### config.mk
export PLATFORM = sky130hd
export DESIGN_NAME = vga_sync_receiver
export DESIGN_NICKNAME = d
export VERILOG_FILES = /design/src/rtl/vga_sync_receiver.sv
export SDC_FILE = /design/constraint.sdc
export NUM_CORES = 1
export LEC_CHECK = 0
export CORE_MARGIN = 5
export CORE_UTILIZATION = 53
export CTS_BUF_LIST = sky130_fd_sc_hd__clkbuf_4 sky130_fd_sc_hd__clkbuf_8
export DETAILED_ROUTE_END_ITERATION = 7
export PLACE_DENSITY = 0.76
export SYNTH_ARGS = -nofsm -noshare
export SYNTH_HDL_FRONTEND = slang
export SYNTH_SLANG_ARGS = --single-unit
### constraint.sdc
create_clock -name clk -period 2.93 [get_ports clk]
set_input_delay 0.586 -clock clk [delete_from_list [all_inputs] [get_ports clk]]
set_output_delay 0.586 -clock clk [all_outputs]
set_load 0.05 [all_outputs]
### src/rtl/vga_sync_receiver.sv
// Sink end of a VGA timing link: locks to incoming hsync/vsync, regenerates
// pixel coordinates and a frame strobe, and flags line/frame timing faults.
module vga_sync_receiver #(
  parameter int unsigned H_ACTIVE    = 640,
  parameter int unsigned H_FP        = 16,
  parameter int unsigned H_SYNC      = 96,
  parameter int unsigned H_BP        = 48,
  parameter int unsigned V_ACTIVE    = 480,
  parameter int unsigned V_FP        = 10,
  parameter int unsigned V_SYNC      = 2,
  parameter int unsigned V_BP        = 33,
  parameter int unsigned SYNC_POL    = 0,
  parameter int unsigned LOCK_FRAMES = 2
) (
  input  logic       clk,
  input  logic       reset,
  input  logic       hsync_in,
  input  logic       vsync_in,
  output logic [9:0] x_pos,
  output logic [9:0] y_pos,
  output logic       active,
  output logic       frame_start,
  output logic       locked,
  output logic       err_line,
  output logic       err_frame,
  output logic [7:0] err_count
);

  localparam int unsigned H_TOTAL   = H_ACTIVE + H_FP + H_SYNC + H_BP;
  localparam int unsigned V_TOTAL   = V_ACTIVE + V_FP + V_SYNC + V_BP;
  localparam int unsigned H_START   = H_SYNC + H_BP;
  localparam int unsigned V_START   = V_SYNC + V_BP;
  localparam int unsigned H_TIMEOUT = H_TOTAL + H_SYNC;
  localparam logic        POL       = 1'(SYNC_POL);
  localparam logic [10:0] H_MAX     = 11'h7FF;
  localparam logic [9:0]  V_MAX     = 10'h3FF;

  typedef enum logic [1:0] {SEARCH, VERIFY, LOCKED} state_t;

  state_t      state, state_nx;
  logic [3:0]  good, good_nx;
  logic        hs_s1, hs_s2, vs_s1, vs_s2;
  logic [10:0] h_cnt, h_next;
  logic [9:0]  v_cnt, v_next;
  logic        h_armed, v_armed;
  logic        h_lead, h_trail, v_lead, v_trail;
  logic        chk_en, line_bad, frame_bad, err_any, err_seen;
  logic        lock_nx, h_vis, v_vis, vis;

  // Edge detection and the counter values this cycle will load.
  always_comb begin
    h_lead  = (hs_s1 == POL) && (hs_s2 != POL);
    h_trail = (hs_s1 != POL) && (hs_s2 == POL);
    v_lead  = (vs_s1 == POL) && (vs_s2 != POL);
    v_trail = (vs_s1 != POL) && (vs_s2 == POL);
    h_next  = h_cnt;
    v_next  = v_cnt;
    if (h_lead)              h_next = 11'd0;
    else if (h_cnt != H_MAX) h_next = h_cnt + 11'd1;
    if (v_lead)                       v_next = 10'd0;
    else if (h_lead && v_cnt != V_MAX) v_next = v_cnt + 10'd1;
  end

  // Leading edges are judged on the count they end; trailing edges and the
  // timeout on the count the edge lands on.
  always_comb begin
    chk_en    = (state != SEARCH);
    line_bad  = chk_en && h_armed &&
                ((h_lead  && (h_cnt  != 11'(H_TOTAL - 1))) ||
                 (h_trail && (h_next != 11'(H_SYNC)))      ||
                 (!h_lead && (h_next == 11'(H_TIMEOUT))));
    frame_bad = chk_en && v_armed &&
                ((v_lead  && (v_cnt  != 10'(V_TOTAL - 1))) ||
                 (v_trail && (v_next != 10'(V_SYNC))));
    err_any   = line_bad || frame_bad;
    err_seen  = err_line || err_frame;
  end

  // Lock state machine; reacts to error pulses one cycle after they appear.
  always_comb begin
    state_nx = state;
    good_nx  = good;
    case (state)
      SEARCH: begin
        good_nx = 4'd0;
        if (v_lead) state_nx = VERIFY;
      end
      VERIFY: begin
        if (err_seen) begin
          state_nx = SEARCH;
          good_nx  = 4'd0;
        end else if (v_lead && !err_any) begin
          if (good == 4'(LOCK_FRAMES - 1)) begin
            state_nx = LOCKED;
            good_nx  = 4'd0;
          end else begin
            good_nx = good + 4'd1;
          end
        end
      end
      LOCKED: begin
        if (err_seen) state_nx = SEARCH;
      end
      default: begin
        state_nx = SEARCH;
        good_nx  = 4'd0;
      end
    endcase
  end

  always_comb begin
    lock_nx = (state_nx == LOCKED);
    h_vis   = (h_next >= 11'(H_START)) && (h_next < 11'(H_START + H_ACTIVE));
    v_vis   = (v_next >= 10'(V_START)) && (v_next < 10'(V_START + V_ACTIVE));
    vis     = lock_nx && h_vis && v_vis;
  end

  always_ff @(posedge clk) begin
    if (reset) begin
      hs_s1       <= ~POL;
      hs_s2       <= ~POL;
      vs_s1       <= ~POL;
      vs_s2       <= ~POL;
      h_cnt       <= 11'd0;
      v_cnt       <= 10'd0;
      state       <= SEARCH;
      good        <= 4'd0;
      h_armed     <= 1'b0;
      v_armed     <= 1'b0;
      x_pos       <= 10'd0;
      y_pos       <= 10'd0;
      active      <= 1'b0;
      frame_start <= 1'b0;
      locked      <= 1'b0;
      err_line    <= 1'b0;
      err_frame   <= 1'b0;
      err_count   <= 8'd0;
    end else begin
      hs_s1 <= hsync_in;
      hs_s2 <= hs_s1;
      vs_s1 <= vsync_in;
      vs_s2 <= vs_s1;
      h_cnt <= h_next;
      v_cnt <= v_next;
      state <= state_nx;
      good  <= good_nx;
      // Arming restarts whenever the lock is lost.
      if (state != SEARCH && state_nx == SEARCH) begin
        h_armed <= 1'b0;
        v_armed <= 1'b0;
      end else begin
        if (h_lead) h_armed <= 1'b1;
        if (v_lead) v_armed <= 1'b1;
      end
      x_pos       <= vis ? 10'(h_next - 11'(H_START)) : 10'd0;
      y_pos       <= vis ? (v_next - 10'(V_START)) : 10'd0;
      active      <= vis;
      frame_start <= lock_nx && v_lead;
      locked      <= lock_nx;
      err_line    <= line_bad;
      err_frame   <= frame_bad;
      if (err_any && err_count != 8'hFF) err_count <= err_count + 8'd1;
    end
  end

endmodule
# --- Word level (Yosys, flattened, before mapping) ---
# Index checks and enable logic that the tools add are counted.
classes:
  addsub: 6
  magnitude_cmp: 4
  eq_ne: 13
  muxes: 14
  bitwise: 6
  n_reduce_logical: 35
op_table:
  columns: ["op", "count"]
  rows:
  - ["$logic_and A1 B1 Y1", 22]
  - ["$mux W11", 2]
  - ["$mux W10", 2]
  - ["$ne A10 B10 Y1 const B", 2]
  - ["$mux W4", 3]
  - ["$add A11 B1 Y11 const B", 1]
  - ["$eq A11 B10 Y1 const B", 1]
  - ["$ge A11 B8 Y1 const B", 1]
  - ["$lt A11 B10 Y1 const B", 1]
  - ["$ne A11 B10 Y1 const B", 1]
  - ["$ne A11 B11 Y1 const B", 1]
  - ["$ne A11 B7 Y1 const B", 1]
  - ["$add A10 B1 Y10 const B", 1]
  - ["$ge A10 B6 Y1 const B", 1]
  - ["$lt A10 B10 Y1 const B", 1]
  - ["$mux W2", 5]
  - ["$ne A10 B2 Y1 const B", 1]
  - ["$sub A10 B6 Y10 const B", 1]
  - ["$sub A10 B8 Y10 const B", 1]
  - ["$add A8 B1 Y8 const B", 1]
  - ["$ne A8 B8 Y1 const B", 1]
  - ["$pmux W4 S2", 1]
  - ["$not A1 Y1", 6]
  - ["$pmux W2 S3", 1]
  - ["other kinds (11)", 19]
word_totals:
  reg_bits: 66
  out_inout_bits: 33

# --- Depth between registers and ports, before layout ---
# Gate-level depths: netlist of the first run.
depth:
  ltp_word: 20
  ltp_mapped: 13

# --- Least setup slack after synthesis of the first run ---
# OpenSTA, ideal clock, no wires.
synth_path:
  path_type: "register to register"
  start: "register h_cnt[0]"
  end: "register err_count[6]"
  setup_ns: 0.116
  arrival_ns: 2.947
  slack_ns: -0.133
  stages_incl_launch_ff: 11
  path_cell_list: "dfxtp_1 ha_1 nand4_2 or3_1 a211o_1 ha_1 nor4b_4 a21oi_1 a211oi_4 or4b_1 and3b_1"
synth_via:
  elab_chain_cells: 10
  elab_cells_between_ends: 15
synth_rtl:
  columns: ["element", "line_no", "text"]
  rows:
  - ["from (decl)", "43", "logic [10:0] h_cnt, h_next;"]
  - ["from (signal assigned)", "143", "h_cnt <= h_next;"]
  - ["$add A11 B1 Y11 or $ne A11 B11 Y1 (tied branches)", "59", "else if (h_cnt != H_MAX) h_next = h_cnt + 11'd1;"]
  - ["$mux W11", "59", null]
  - ["$mux W11", "58", "if (h_lead) h_next = 11'd0;"]
  - ["$ne A11 B7 Y1", "70", "(h_trail && (h_next != 11'(H_SYNC))) ||"]
  - ["$logic_and A1 B1 Y1", "70", null]
  - ["$logic_or A1 B1 Y1", "69", "((h_lead && (h_cnt != 11'(H_TOTAL - 1))) ||"]
  - ["$logic_or A1 B1 Y1 *", "70", null]
  - ["$logic_and A1 B1 Y1 *", "68", "line_bad = chk_en && h_armed &&"]
  - ["$logic_or A1 B1 Y1 *", "75", "err_any = line_bad || frame_bad;"]
  - ["$logic_and A1 B1 Y1 *", "162", "if (err_any && err_count != 8'hFF) err_count <= err_count + 8'd1;"]
  - ["to (signal assigned)", "162", null]
  - ["to (decl)", "26", "output logic [7:0] err_count"]
# Every way passes the cells marked *; elsewhere a longest branch is shown, timed or not.
# A chain may end at the register's enable or synchronous reset.

# --- Worst setup path in the final report of the first run ---
layout_path:
  start: "register h_cnt[0]"
  end: "register x_pos[9]"
layout_via:
  elab_chain_cells: 19
  elab_cells_between_ends: 28
layout_rtl:
  columns: ["element", "line_no", "text"]
  rows:
  - ["$add A11 B1 Y11 or $ne A11 B11 Y1 (tied branches)", "59", null]
  - ["$mux W11", "59", null]
  - ["$mux W11", "58", null]
  - ["$ne A11 B7 Y1", "70", null]
  - ["$logic_and A1 B1 Y1", "70", null]
  - ["$logic_or A1 B1 Y1", "69", null]
  - ["$logic_or A1 B1 Y1", "70", null]
  - ["$logic_and A1 B1 Y1", "68", null]
  - ["[2 not listed]", null, null]
  - ["$logic_and A1 B1 Y1", "92", "end else if (v_lead && !err_any) begin"]
  - ["$mux W2", "92", null]
  - ["$mux W2", "89", "if (err_seen) begin"]
  - ["$pmux W2 S3", "83", "case (state)"]
  - ["$eq A2 B2 Y1", "112", "lock_nx = (state_nx == LOCKED);"]
  - ["$logic_and A1 B1 Y1 (2 in a row)", "115", "vis = lock_nx && h_vis && v_vis;"]
  - ["$not A1 Y1 (no source line)", null, null]
  - ["$reduce_or A2 Y1 (no source line)", null, null]
  - ["to (signal assigned)", "155", "x_pos <= vis ? 10'(h_next - 11'(H_START)) : 10'd0;"]
  - ["to (decl)", "19", "output logic [9:0] x_pos,"]
# Parallel ways exist; a longest one is shown, timed or not.

==> run_results.csv, run 1 <==
group,metric,value,unit
synth,muxShareOfSynthArea,0.02375,
min_path,hp-class,"flop to flop",
placement,hpwl,6.378,mm
placement,port_buffers,36,
global_routing,grt_overflow,0,
critical_path,r2r_start,"h_cnt[0]$_SDFF_PP0_",
sta,rsz0062_at_grt,"yes",
synth,ys_ff_latch,66,
sta,slew_headroom,0.4088,
sta,setup_slack,-0.07995,ns
power_and_ir_drop,power_density,363.9,nW/um^2
floorplan,row_count,29,
sta,fin_skew,0.008733,ns
critical_path,crit_path_end_kind,"flop",
drt,wirelength,10.77,mm
layout,final_core_util,0.8114,
critical_path,startpoint,"h_cnt[0]$_SDFF_PP0_",
global_routing,grt_max_degree,22,
synth,synth_top_family_by_area,"simple AND/OR/NAND/NOR gates",
clocking,clock_sinks,66,
drt,detail_route.iter0.violations,256,
critical_path,path_class,"flop to flop",
flow_run,drv_cap,0,
layout,fill_cells,339,
synth,synth_edf_count,0,
clocking,clk_pin_slew,0.08,ns
layout,drive_gt1_frac,0.3811,
sta,slew_viol_final,0,
drt,wl_per_cell,18.37,um
layout,syn_to_final_growth,48.18,%
synth,yosys.area_share.simple,0.2936,
floorplan,die_area,8280,um^2
drt,met3_length,627,um
sta,max_freq,332.2,MHz
power_and_ir_drop,peakVddDrop,364.0,uV
global_routing,grt_pass1_wl,15.44,mm
clocking,cts_root_buffer,"clkbuf_8",
synth,ys_types,75,
critical_path,start_kind,"flop",
run_status,status,"finished, violations left",
floorplan,die_h,91.00,um
floorplan,core,6350,um^2
synth,synth_compound_gate_area_share,0.1799,
drt,wl_met2,5.077,mm
layout,num_antenna_cells,0,
layout,nNetsFinal,520,
synth,synth-main-ff-cell,"dfxtp_1",
sta,setup_viol,17,
min_path,min_from,"v_armed$_SDFFE_PP0P_",
synth,ys_warn_count,0,
power_and_ir_drop,p_seq_frac,0.491,
sta,worst_pin_slew,0.8786,ns
drt,vias_per_cell,6.038,
synth,yosysSeqAreaShare,0.3800,
global_routing,grt_pass1_vias,3254,
synth,synthXorXnorAreaFrac,0.02771,
power_and_ir_drop,p_int,1.392,mW
power_and_ir_drop,leakage,2.064,nW
drt,drtPass1Iterations,6,
clocking,cts_buffers,9,
synth,netlist_instances,384,
drt,drc,0,
drt,vias,3538,
global_routing,antenna_found_initial,0,
drt,wl_met1,4.763,mm
critical_path,regToRegSetupSlack,-0.08,ns
placement,globalplace.congestion,0.9268,
clocking,postCtsHoldBufs,0,
floorplan,fp.dieW,91.00,um
clocking,insertion_delay,0.35,ns
synth,async_flop_share,0,
drt,ant_nets,0,
sta,final.period_utilization,1.027,
drt,topRoutingLayerUsed,"met4",
critical_path,crit_arrival,3.25,ns
floorplan,start_util,0.5476,
critical_path,cp.required,3.17,ns
sta,hold_violations,0,
clocking,cts_tree,"yes",
run_status,failed_checks,"setup timing",
synth,syn_area_per_cell,9.055,um^2
global_routing,track_usage,0.2237,
critical_path,path_max_fanout,5,
synth,syn-cell-area,3477,um^2
power_and_ir_drop,clkPwrFrac,0.416,
clocking,h-tree-depth,3,
power_and_ir_drop,pwr-share-comb,0.093,
power_and_ir_drop,swShare,0.2579,
floorplan,io_pins,37,
placement,pre_cts_slack,-0.2048,ns
clocking,max-clock-path-buffers,2,
sta,period_minus_slack,3.010,ns
synth,synthAdderAreaFrac,0.04318,
synth,synth_fp_nets,400,
power_and_ir_drop,switchingPower,483.5,uW
-- cells in the final DEF, fill, tap and decap left out, types with 4 or more instances in the layout --
master / netlist / routed
a21oi_1: 16 / 14
buf_6: 5 / 10
a211o_1: 4 / 4
o21ai_0: 8 / 4
mux2i_1: 6 / 5
nor4_1: 5 / 4
o21a_1: 4 / 4
ha_1: 12 / 6
nor3_1: 12 / 9
xor2_1: 6 / 6
xnor2_1: 5 / 5
or2_2: 11 / 9
nor2_2: 9 / 6
a41oi_1: 5 / 5
nor2b_1: 12 / 11
dfxtp_1: 66 / 59
a31oi_1: 9 / 8
a311oi_1: 5 / 4
and3_1: 5 / 4
buf_4: 1 / 79
clkinv_4: 0 / 4
dfxtp_2: 0 / 6
nor2_4: 0 / 11
clkbuf_8: 0 / 9
nand3_1: 11 / 10
clkdlybuf4s50_1: 0 / 36
nand2b_1: 8 / 8
nand2_1: 17 / 17
nor2_1: 38 / 30
inv_1: 13 / 13
-- flip-flops by register name, indices dropped and copies added (netlist names) --
signal	count
vs_s2	1
hs_s2	1
state	2
locked	1
y_pos	10
x_pos	10
h_cnt	11
v_armed	1
good	4
err_frame	1
err_count	8
v_cnt	10
frame_start	1
hs_s1	1
err_line	1
active	1
h_armed	1
vs_s1	1
-- cells by family (layout without fill, tap and decap cells) --
| family | Yosys count | after routing |
|---|---|---|
| adder cells (fa/ha/maj) | 12 | 12 |
| AND/OR/NAND/NOR | 172 | 172 |
| AO/OA/AOI/OAI | 80 | 81 |
| flip-flops | 66 | 66 |
| buffers and inverters | 35 | 159 |
| XOR/XNOR | 11 | 11 |
| multiplexers | 8 | 8 |
-- worst paths after layout --
kind	depth (start not counted)	to
min reg2reg	1	v_armed$_SDFFE_PP0P_
max reg2reg	13	x_pos[9]$_SDFF_PP0_
max	13	x_pos[9]$_SDFF_PP0_
min	1	v_armed$_SDFFE_PP0P_
-- synth_stat cells, types with 6 or more instances --
| cell | n | share of area |
|---|---|---|
| nand2b_1 | 8 | 0.014 |
| nor2b_1 | 12 | 0.022 |
| nand3_1 | 11 | 0.016 |
| a21oi_1 | 16 | 0.023 |
| xor2_1 | 6 | 0.015 |
| buf_2 | 6 | 0.0086 |
| nor2_2 | 9 | 0.016 |
| o21ai_0 | 8 | 0.012 |
| nor2_1 | 38 | 0.041 |
| mux2i_1 | 6 | 0.017 |
| a31oi_1 | 9 | 0.016 |
| dfxtp_1 | 66 | 0.38 |
| ha_1 | 12 | 0.043 |
| nand2_1 | 17 | 0.018 |
| nor3_1 | 12 | 0.017 |
| or2_2 | 11 | 0.020 |
| clkbuf_1 | 9 | 0.0097 |
| inv_1 | 13 | 0.014 |
-- metrics by stage --
step	cell area [um^2]	hold WS, ns	instances	setup TNS, ns	power, mW
floorplan	3481	0.4343	384	0	1.017
global placement	4390	0.4449	550	-0.06279	1.071
detailed placement	4390	0.4629	550	-1.487	1.076
CTS	4718	0.4806	574	-0.7720	1.856
global route	5152	0.4977	586	-2.812	1.939
finish	5152	0.4765	586	-0.7047	1.875
-- timing repair --
action | 4_1_cts | 5_1_grt
pin swaps | 8 | 36
setup endpoints to repair | 33 | 37
gates cloned | 1 | 3
resized for setup | 13 | 74
buffers inserted | 7 | 10
-- worst max-delay path: stages (launching register included) --
cell       delay, ns
dfxtp_2         0.37
ha_4            0.17
nand4_4         0.11
or3_4           0.42
buf_6           0.12
a211o_1         0.30
and4_4          0.17
buf_6           0.13
a21oi_4         0.22
buf_6           0.13
a2111oi_4       0.05
o211ai_4        0.41
clkbuf_16       0.26
nor2_4          0.04
-- power groups by stage --
stage | clock [mW] | sequential, mW | combinational, mW
after floorplan | 0 | 0.939 | 0.0782
after global placement | 0 | 0.936 | 0.135
after CTS | 0.792 | 0.919 | 0.146
after detailed placement | 0 | 0.937 | 0.138
final | 0.779 | 0.921 | 0.175
after global routing | 0.831 | 0.922 | 0.186
-- area by class of cell --
| class | count | area, um^2 | area share |
|---|---|---|---|
| clock buffers | 9 | 123.9 | 0.02404 |
| multi-input cells | 284 | 2312 | 0.4488 |
| inverters | 14 | 52.55 | 0.01020 |
| repair buffers | 129 | 1156 | 0.2244 |
| clock inverters | 7 | 78.83 | 0.01530 |
| flip-flops and latches | 66 | 1333 | 0.2586 |
| well taps | 77 | 96.34 | 0.01870 |
-- routing by layer --
metal / global-route usage / vias to the layer above
met4: 0.09658 / 0
met1: 0.3022 / 1702
met2: 0.3480 / 168
met5: 0 / -
met3: 0.04380 / 27
li1: - / 1641
Note: power is estimated with default switching activity, not from simulation.
==> run 2, diff against run 1 <==
RECOVER_POWER = 50   (was default)
==> results of run 2 <==
The final DEF is identical to that of run 1; final timing and power are the same.
